**src/rtl/spi_pkg.sv**
```systemverilog
// Shared types and constants for the SPI slave datapath.
// Latency: n/a (declarations only).
// Backpressure: n/a.
package spi_pkg;

    typedef enum logic {
        IDLE   = 1'b0,
        ACTIVE = 1'b1
    } spi_slave_state_t;

    // Clock polarity/phase: CPOL=0, CPHA=0 (sample on rise, shift on fall).
    localparam int SPI_MODE = 0;

endpackage

```
**src/rtl/edge_detect.sv**
```systemverilog
// Registered single-signal edge detector producing rise/fall pulses.
// Latency: pulses are combinational against the one-cycle-delayed copy.
// Backpressure: none; pulses are one clk wide and never held.
module edge_detect #(
    parameter logic RST_VAL = 1'b0
) (
    input  logic clk,
    input  logic rst,
    input  logic sig,
    output logic rise,
    output logic fall
);

    logic sig_q;
    logic sig_d;

    // Next value of the delayed copy is simply the current input.
    always_comb begin
        sig_d = sig;
    end

    // Delay register; reset to the signal's idle level so no edge fires out of reset.
    always_ff @(posedge clk) begin
        if (rst) begin
            sig_q <= RST_VAL;
        end else begin
            sig_q <= sig_d;
        end
    end

    assign rise = sig & ~sig_q;
    assign fall = ~sig & sig_q;

endmodule

```
**src/rtl/spi_slave_core.sv**
```systemverilog
// SPI mode-0 slave: deserialises MOSI into words, serialises TX words onto MISO.
// Latency: rx word valid one clk after the last SCLK rise is seen; MISO updates one clk after SCLK fall.
// Backpressure: rx side never stalls (overwrite + rx_overrun); empty tx side sends FILL (tx_underrun).
module spi_slave_core
    import spi_pkg::*;
#(
    parameter int          WIDTH = 8,
    parameter logic [31:0] FILL  = 32'h0000_00FF
) (
    input  logic             clk,
    input  logic             rst,
    input  logic             sclk,
    input  logic             cs_n,
    input  logic             mosi,
    output logic             miso,
    output logic             miso_oe,
    output logic [WIDTH-1:0] rx_data,
    output logic             rx_valid,
    input  logic             rx_ready,
    input  logic [WIDTH-1:0] tx_data,
    input  logic             tx_valid,
    output logic             tx_ready,
    output logic             rx_overrun,
    output logic             tx_underrun,
    output logic             frame_err,
    output logic             busy
);

    localparam int               CW     = $clog2(WIDTH);
    localparam logic [WIDTH-1:0] FILL_W = FILL[WIDTH-1:0];
    localparam logic [CW-1:0]    LAST   = CW'(WIDTH - 1);

    logic sclk_rise, sclk_fall, cs_rise, cs_fall;

    edge_detect #(.RST_VAL(1'b0)) u_sclk_edge (
        .clk  (clk),
        .rst  (rst),
        .sig  (sclk),
        .rise (sclk_rise),
        .fall (sclk_fall)
    );

    edge_detect #(.RST_VAL(1'b1)) u_cs_edge (
        .clk  (clk),
        .rst  (rst),
        .sig  (cs_n),
        .rise (cs_rise),
        .fall (cs_fall)
    );

    spi_slave_state_t state_q, state_d;
    logic [CW-1:0]    bit_cnt_q, bit_cnt_d;
    logic [WIDTH-1:0] tx_shreg_q, tx_shreg_d;
    logic [WIDTH-1:0] rx_shreg_q, rx_shreg_d;
    logic [WIDTH-1:0] rx_data_q, rx_data_d;
    logic             rx_valid_q, rx_valid_d;
    logic             src_fifo_q, src_fifo_d;
    logic             word_done_q, word_done_d;
    logic             miso_q, miso_d;
    logic             miso_oe_q, miso_oe_d;
    logic             tx_ready_q, tx_ready_d;
    logic             tx_underrun_q, tx_underrun_d;
    logic             rx_overrun_q, rx_overrun_d;
    logic             frame_err_q, frame_err_d;
    logic [WIDTH-1:0] next_word;

    // A word is captured for transmit at load time; it only counts as consumed at its first SCLK rise.
    assign next_word = tx_valid ? tx_data : FILL_W;

    // Frame FSM plus shift/count datapath; cs_rise outranks any coincident SCLK edge.
    always_comb begin
        state_d       = state_q;
        bit_cnt_d     = bit_cnt_q;
        tx_shreg_d    = tx_shreg_q;
        rx_shreg_d    = rx_shreg_q;
        rx_data_d     = rx_data_q;
        rx_valid_d    = rx_valid_q;
        src_fifo_d    = src_fifo_q;
        word_done_d   = word_done_q;
        miso_d        = miso_q;
        miso_oe_d     = ~cs_n;
        tx_ready_d    = 1'b0;
        tx_underrun_d = 1'b0;
        rx_overrun_d  = 1'b0;
        frame_err_d   = 1'b0;

        if (rx_valid_q && rx_ready) begin
            rx_valid_d = 1'b0;
        end

        case (state_q)
            IDLE: begin
                if (cs_fall) begin
                    tx_shreg_d  = next_word;
                    src_fifo_d  = tx_valid;
                    miso_d      = next_word[WIDTH-1];
                    bit_cnt_d   = '0;
                    word_done_d = 1'b0;
                    state_d     = ACTIVE;
                end
            end
            ACTIVE: begin
                if (cs_rise) begin
                    frame_err_d = (bit_cnt_q != '0);
                    bit_cnt_d   = '0;
                    word_done_d = 1'b0;
                    state_d     = IDLE;
                end else if (sclk_rise) begin
                    rx_shreg_d = {rx_shreg_q[WIDTH-2:0], mosi};
                    bit_cnt_d  = bit_cnt_q + CW'(1);
                    if (bit_cnt_q == '0) begin
                        tx_ready_d    = src_fifo_q;
                        tx_underrun_d = ~src_fifo_q;
                    end
                    if (bit_cnt_q == LAST) begin
                        rx_data_d    = rx_shreg_d;
                        rx_valid_d   = 1'b1;
                        rx_overrun_d = rx_valid_q & ~rx_ready;
                        bit_cnt_d    = '0;
                        word_done_d  = 1'b1;
                    end
                end else if (sclk_fall) begin
                    if (bit_cnt_q == '0 && word_done_q) begin
                        tx_shreg_d = next_word;
                        src_fifo_d = tx_valid;
                        miso_d     = next_word[WIDTH-1];
                    end else begin
                        tx_shreg_d = tx_shreg_q << 1;
                        miso_d     = tx_shreg_q[WIDTH-2];
                    end
                end
            end
            default: state_d = IDLE;
        endcase
    end

    // State and datapath registers with synchronous reset.
    always_ff @(posedge clk) begin
        if (rst) begin
            state_q       <= IDLE;
            bit_cnt_q     <= '0;
            tx_shreg_q    <= '0;
            rx_shreg_q    <= '0;
            rx_data_q     <= '0;
            rx_valid_q    <= 1'b0;
            src_fifo_q    <= 1'b0;
            word_done_q   <= 1'b0;
            miso_q        <= FILL_W[WIDTH-1];
            miso_oe_q     <= 1'b0;
            tx_ready_q    <= 1'b0;
            tx_underrun_q <= 1'b0;
            rx_overrun_q  <= 1'b0;
            frame_err_q   <= 1'b0;
        end else begin
            state_q       <= state_d;
            bit_cnt_q     <= bit_cnt_d;
            tx_shreg_q    <= tx_shreg_d;
            rx_shreg_q    <= rx_shreg_d;
            rx_data_q     <= rx_data_d;
            rx_valid_q    <= rx_valid_d;
            src_fifo_q    <= src_fifo_d;
            word_done_q   <= word_done_d;
            miso_q        <= miso_d;
            miso_oe_q     <= miso_oe_d;
            tx_ready_q    <= tx_ready_d;
            tx_underrun_q <= tx_underrun_d;
            rx_overrun_q  <= rx_overrun_d;
            frame_err_q   <= frame_err_d;
        end
    end

    assign miso        = miso_q;
    assign miso_oe     = miso_oe_q;
    assign rx_data     = rx_data_q;
    assign rx_valid    = rx_valid_q;
    assign tx_ready    = tx_ready_q;
    assign tx_underrun = tx_underrun_q;
    assign rx_overrun  = rx_overrun_q;
    assign frame_err   = frame_err_q;
    assign busy        = (state_q == ACTIVE);

endmodule

```
**config.mk**
```make
export PLATFORM = sky130hd
export DESIGN_NAME = spi_slave_core
export DESIGN_NICKNAME = d
export VERILOG_FILES = /design/src/rtl/spi_pkg.sv /design/src/rtl/edge_detect.sv /design/src/rtl/spi_slave_core.sv
export SDC_FILE = /design/constraint.sdc
export NUM_CORES = 1
export LEC_CHECK = 0
export ABC_AREA = 1
export CAP_MARGIN = 20
export CORE_MARGIN = 2
export CORE_UTILIZATION = 30
export CTS_CLUSTER_DIAMETER = 40
export DETAILED_ROUTE_END_ITERATION = 12
export PLACE_DENSITY = 0.55
export SETUP_SLACK_MARGIN = 0.15
export SKIP_CTS_REPAIR_TIMING = 1
export SLEW_MARGIN = 10
export SYNTH_ARGS = -nofsm -noshare
export SYNTH_HDL_FRONTEND = slang
export SYNTH_HIERARCHICAL = 1
export SYNTH_SLANG_ARGS = --single-unit
```
**constraint.sdc**
```tcl
create_clock -name clk -period 1.8 [get_ports clk]
set_input_delay 0.18 -clock clk [delete_from_list [all_inputs] [get_ports clk]]
set_output_delay 0.18 -clock clk [all_outputs]
set_load 0.01 [all_outputs]
```
After elaboration in Yosys (flattened, before gate mapping)
Index checks and enable logic that the tools add are counted.

$add $sub $neg: 1. Reductions and logical operators: 13. Equality and inequality tests: 8. Bitwise logic cells: 16. Mux-type cells: 37.

Operators with widths (count): 2-to-1 mux 7 bit (5); 2-to-1 mux 1 bit (21); one-hot mux 7 bit (2 select lines) (1); 2-to-1 mux 3 bit (4); inverter 1 bit (11); OR reduction 5 bit (2); 2-to-1 mux 8 bit (1); inequality test 2 bit (second input constant) (4); one-hot mux 1 bit (2 select lines) (4); AND reduction 4 bit (2); one-hot mux 3 bit (2 select lines) (1); AND reduction 3 bit (2); AND 1 bit (5); AND reduction 5 bit (1); adder 3 x 1 -> 3 bit (second input constant) (1); equality test 3 bit (second input constant) (1); logical NOT 3 bit (1); inequality test 3 x 2 -> 1 bit (second input constant) (1); inequality test 3 bit (second input constant) (1); nonzero test 3 bit (1); OR reduction 3 bit (1); logical AND 1 bit (2); inequality test 2 x 1 -> 1 bit (second input constant) (1); AND reduction 2 bit (1).

Logic and storage cells: 91. Register bits after elaboration: 37. Input bits: 15.

Longest topological paths before layout
Depth in word-level cells: 7. Mapped depth: 9. Mapped depth without buffers: 9.

Cells and area by module
The synthesis kept the hierarchy.

By module, submodules not included: spi_slave_core (times used 1, cells each 201, area each 1579.0 µm², sequential area each 700.7 µm²); edge_detect (u_cs_edge) (times used 1, cells each 7, area each 42.5 µm², sequential area each 20.0 µm²); edge_detect (u_sclk_edge) (times used 1, cells each 6, area each 38.8 µm², sequential area each 20.0 µm²).

Worst setup path after synthesis
No wires, ideal clock.

Path type: register -> register. Start: reg u_cs_edge.sig_q. End: reg bit_cnt_q[1]. Slack: 0.525 ns. Setup time: 0.119 ns. Arrival time: 1.156 ns. Stages on the path, launching flop included: 8. Period minus slack after synthesis: 1.275 ns. Required time: 1.681 ns. Cell sequence: dfxtp_1 > nor2_1 > inv_2 > nand2_2 > nor2_4 > buf_6 > a22oi_1 > nor2_1.

Word-level cells in the longest chain between the ends: 4. Elaborated cells between the ends (all ways): 8.

RTL lines: start: declaration (line edge_detect.sv:14) `logic sig_q;`; start signal: assignment (line edge_detect.sv:27) `sig_q <= sig_d;`; inverter 1 bit (*) (line edge_detect.sv:31) `assign rise = sig & ~sig_q;`; AND 1 bit (*) (line edge_detect.sv:31); net cs_rise (line spi_slave_core.sv:33) `logic sclk_rise, sclk_fall, cs_rise, cs_fall;`; 2-to-1 mux 3 bit or inequality test 3 bit (tied branches); one-hot mux 3 bit (2 select lines) or AND reduction 2 bit (tied branches); end signal: assignment (line spi_slave_core.sv:156) `bit_cnt_q <= bit_cnt_d;`; end: declaration (line spi_slave_core.sv:52) `logic [CW-1:0] bit_cnt_q, bit_cnt_d;`.

Mark *: on every way through the listed nets, which the timed path passes. The rest lies on a longest branch. A chain may end at the register's enable or synchronous reset.

Worst setup path in the final report
Start: in sclk. End: reg rx_shreg_q[1].

Word-level cells in the longest chain between the ends: 2.

RTL lines: start: declaration (line spi_slave_core.sv:12) `input logic sclk,`; AND 1 bit (line edge_detect.sv:31); net sclk_rise (line spi_slave_core.sv:33); AND reduction 3 bit (no source line); end signal: assignment (line spi_slave_core.sv:158) `rx_shreg_q <= rx_shreg_d;`; end: declaration (line spi_slave_core.sv:54) `logic [WIDTH-1:0] rx_shreg_q, rx_shreg_d;`.

The timed path passes the listed nets, and every way through them passes these cells.

==> summary.md <==
| Metric | Value |
|---|---|
| Minimum clock period after layout | `1.40 ns` |
| Combined global-route utilization of all metal layers | `11.9%` |
| Reg-to-reg critical path endpoint | `tx_shreg_q[1]` |
| Clock network fraction of total power | `32.9%` |
| Total power density per cell area | `784 mW/mm²` |
| Number of detailed-route iterations in the first pass | `4` |
| Portion of netlist area occupied by mux cells | `0%` |
| Number of synthesized register bits | `37` |
| Maximum buffer depth of the clock tree | `2` |
| Fraction of synthesized cell area in xor and xnor cells | `0%` |
| Pin count of the biggest net entering global routing | `26` |
| Width of the die | `78.4 µm` |
| Share of layout cells above drive strength 1 | `13.5%` |
| Die height | `78.4 µm` |
| Post-Synth Adder-Cell Area | `2.26%` |
| Internal power contribution | `0.00124 W` |
| Setup Crit Path Kind | `in2reg` |
| Critical path required time | `1.98 ns` |
| Share of the yosys chip area belonging to registers | `44.6%` |
| Final Hold Fails | `0` |
| Clk Latency, worst-skew pair | `0.28 ns` |
| Yosys Warn Count | `6` |
| Per-instance average area after synthesis | `7.76 µm²` |
| H-tree levels | `2` |
| Detail-routed via count per cell | `4.24` |
| DRT antenna net count | `0` |
| Origin of the critical flop-to-flop path | `bit_cnt_q[0]` |
| Setup TNS | `0 ns` |
| Clock transition time at the flip-flop clock pins of the worst setup and hold paths | `0.07 ns` |
| Combinational family with the most area after synthesis | `simple AND/OR/NAND/NOR gates` |
| Sequential share of power | `52.2%` |
| Portion of total power attributed to combinational logic | `14.8%` |
| RSZ-0062 raised after global routing | `no` |
| Commonest non-fill, non-tap cell in the layout | `sky130_fd_sc_hd__dfxtp_1` |
| Netlist Area Pre-Place | `0.00166 mm²` |
| Final worst-path cycle share | `77.8%` |
| Worst min-delay path category | `reg2reg` |
| Most used cells in the layout excluding fill and tap cells | `37 x sky130_fd_sc_hd__dfxtp_1, 34 x sky130_fd_sc_hd__nor2_1, 30 x sky130_fd_sc_hd__inv_1, 30 x sky130_fd_sc_hd__clkdlybuf4s50_1` |
| Simple logic cell fraction of the synthesized area | `30.7%` |
| Number of DRC violations after detailed-routing iteration 0 | `84` |
| Via count of the first global-routing pass | `1258` |
| Die area | `0.00615 mm²` |
| Cell count after placement | `315` |
| Post-Synthesis Cells | `214` |
| Wire length of the first global-routing pass | `5.66 mm` |
| Layout overhead on the synthesized area | `28.1%` |
| Worst-path fanout max | `8` |
| Total number of clock tree sinks | `37` |
| Antenna violations before repair | `0` |
| Top layer in use | `met4` |
| Endpoint type of the worst setup path | `register` |
| Initial standard-cell utilization of the core | `30.5%` |
| Post-synthesis cell type count | `31` |
| Worst-case register-to-register setup slack | `0.42 ns` |
| Placed wire-length estimate after detailed placement | `2.41 mm` |
| Fmax achieved | `0.714 GHz` |
| Wire length on met3 | `151 µm` |
| Switching Power | `0.000429 W` |
| Routability congestion estimate from global placement | `0.768` |
| Max rail drop VDD | `293 µV` |
| Net count after synthesis | `232` |
| Crit path DAT | `1.58 ns` |
| Capture point of the critical path | `rx_shreg_q[1]` |
| CTS buffer count | `5` |
| Number of top-level pins | `31` |
| CTS tree | `done` |
| Post-route clock skew | `0.00480 ns` |
| DRC | `0` |
| Met2 WL post-DR | `1.49 mm` |
| Clock tree root buffer cell | `sky130_fd_sc_hd__clkbuf_8` |
| Count of vias placed by the detailed router | `1371` |
| Run status | `completed` |
| Max-cap check violation count | `0` |
| # setup viols final | `0` |
| Compound-Gate Fraction of Synth Area | `11.2%` |
| Met1 routed wirelength after detailed routing | `1.69 mm` |
| Number of nets in the final layout | `268` |
| Number of buffers added on ports | `30` |
| Global-route congestion overflow total | `0` |
| Static Leakage | `0.944 nW` |
| Crit path launch | `sclk` |
| Number of slew-limit violations in the final report | `0` |
| FP Rows | `27` |
| Measured slew at the worst slew-check pin | `0.332 ns` |
| Max-slew headroom | `77.9%` |
| Post-Route WL | `3.39 mm` |
| Routed length per placed instance | `10.5 µm` |
| Final std cells w/o fill | `323` |
| Type of origin of the critical path | `input port` |
| Area of the core | `0.00544 mm²` |
| Switching Share | `25.7%` |
| # diodes | `0` |
| Number of cells traversed by the worst register-to-register path | `7` |
| Tightest hold margin | `0.442 ns` |
how the worst min path moves through the flow:
stage / startpoint / to / slack (ns) / cells past startpoint
after global routing: src_fifo_q / tx_ready / 0.47 / 2
after CTS: src_fifo_q / tx_ready / 0.45 / 2
after global placement: src_fifo_q / tx_underrun / 0.43 / 1
final: src_fifo_q / tx_underrun / 0.44 / 1
after detailed placement: src_fifo_q / tx_underrun / 0.43 / 1
after floorplan: cs_n / miso_oe / 0.25 / 1
Yosys cell counts, drive strengths merged:
| library cell | count | area, µm² |
|---|---|---|
| inv | 33 | 131 |
| ha | 3 | 37.5 |
| nor2 | 36 | 159 |
| buf | 5 | 37.5 |
| clkbuf | 1 | 3.75 |
| dfxtp | 37 | 741 |
| a22oi | 2 | 15.0 |
| a21oi | 15 | 78.8 |
| nand3b | 1 | 7.51 |
| nand3 | 27 | 145 |
| clkinv | 2 | 13.8 |
| nand2 | 34 | 179 |
| o21bai | 1 | 7.51 |
| nor4 | 1 | 6.26 |
| or2 | 2 | 12.5 |
| o21ai | 14 | 85.1 |
power by group through the flow:
stage,clock network [W],logic [W],registers [W]
2_1_floorplan,0,0.000171,0.000888
3_3_place_gp,0,0.000248,0.000889
3_5_place_dp,0,0.000249,0.000889
4_1_cts,0.000572,0.000250,0.000871
5_1_grt,0.000616,0.000277,0.000874
6_report,0.000549,0.000247,0.000871
critical path, stage by stage:
cell and delay, ns:
sky130_fd_sc_hd__clkdlybuf4s50_1 0.47, sky130_fd_sc_hd__inv_1 0.05, sky130_fd_sc_hd__nor2_1 0.12, sky130_fd_sc_hd__inv_1 0.09, sky130_fd_sc_hd__nor2_4 0.23, sky130_fd_sc_hd__buf_4 0.18, sky130_fd_sc_hd__clkinv_4 0.08, sky130_fd_sc_hd__o21ai_2 0.11
sky130_fd_sc_hd__a21oi_1 0.05
kinds of logic (layout without fill, tap and decap cells):
kind of cell | after synthesis | count (layout)
simple gates | 101 | 101
fa+ha+maj | 3 | 3
flops | 37 | 37
compound gates | 32 | 32
buf+inv | 41 | 78
per-stage QoR:
stage	utilization, %	power, W	cell area [µm²]	setup slack, ns
finish	39.1	0.00167	2130	0.399
global route	39.1	0.00177	2130	0.281
CTS	39.1	0.00169	2130	0.383
detailed placement	37.6	0.00114	2050	0.0958
global placement	37.6	0.00114	2050	0.115
floorplan	-	0.00106	1660	0.525
per-layer routing:
metal | vias to the layer above | global-route usage (%)
li1 | 742 | -
met5 | - | 0
met3 | 5 | 4.25
met2 | 24 | 18.2
met1 | 600 | 15.0
met4 | 0 | 5.79
area by class of cell:
cell class	instances	area, µm²
clock buffers	8	80.1
fillers	580	3310
inverters	35	145
multi-input cells	136	733
flip-flops and latches	37	741
well taps	72	90.1
repair buffers	35	338
registers in the layout (all words and copies together), names as in the netlist, 3 cells and up:
name,count
tx_shreg_q,7
rx_data,8
bit_cnt_q,3
rx_shreg_q,7
Note: power is estimated with default switching activity, not from simulation.
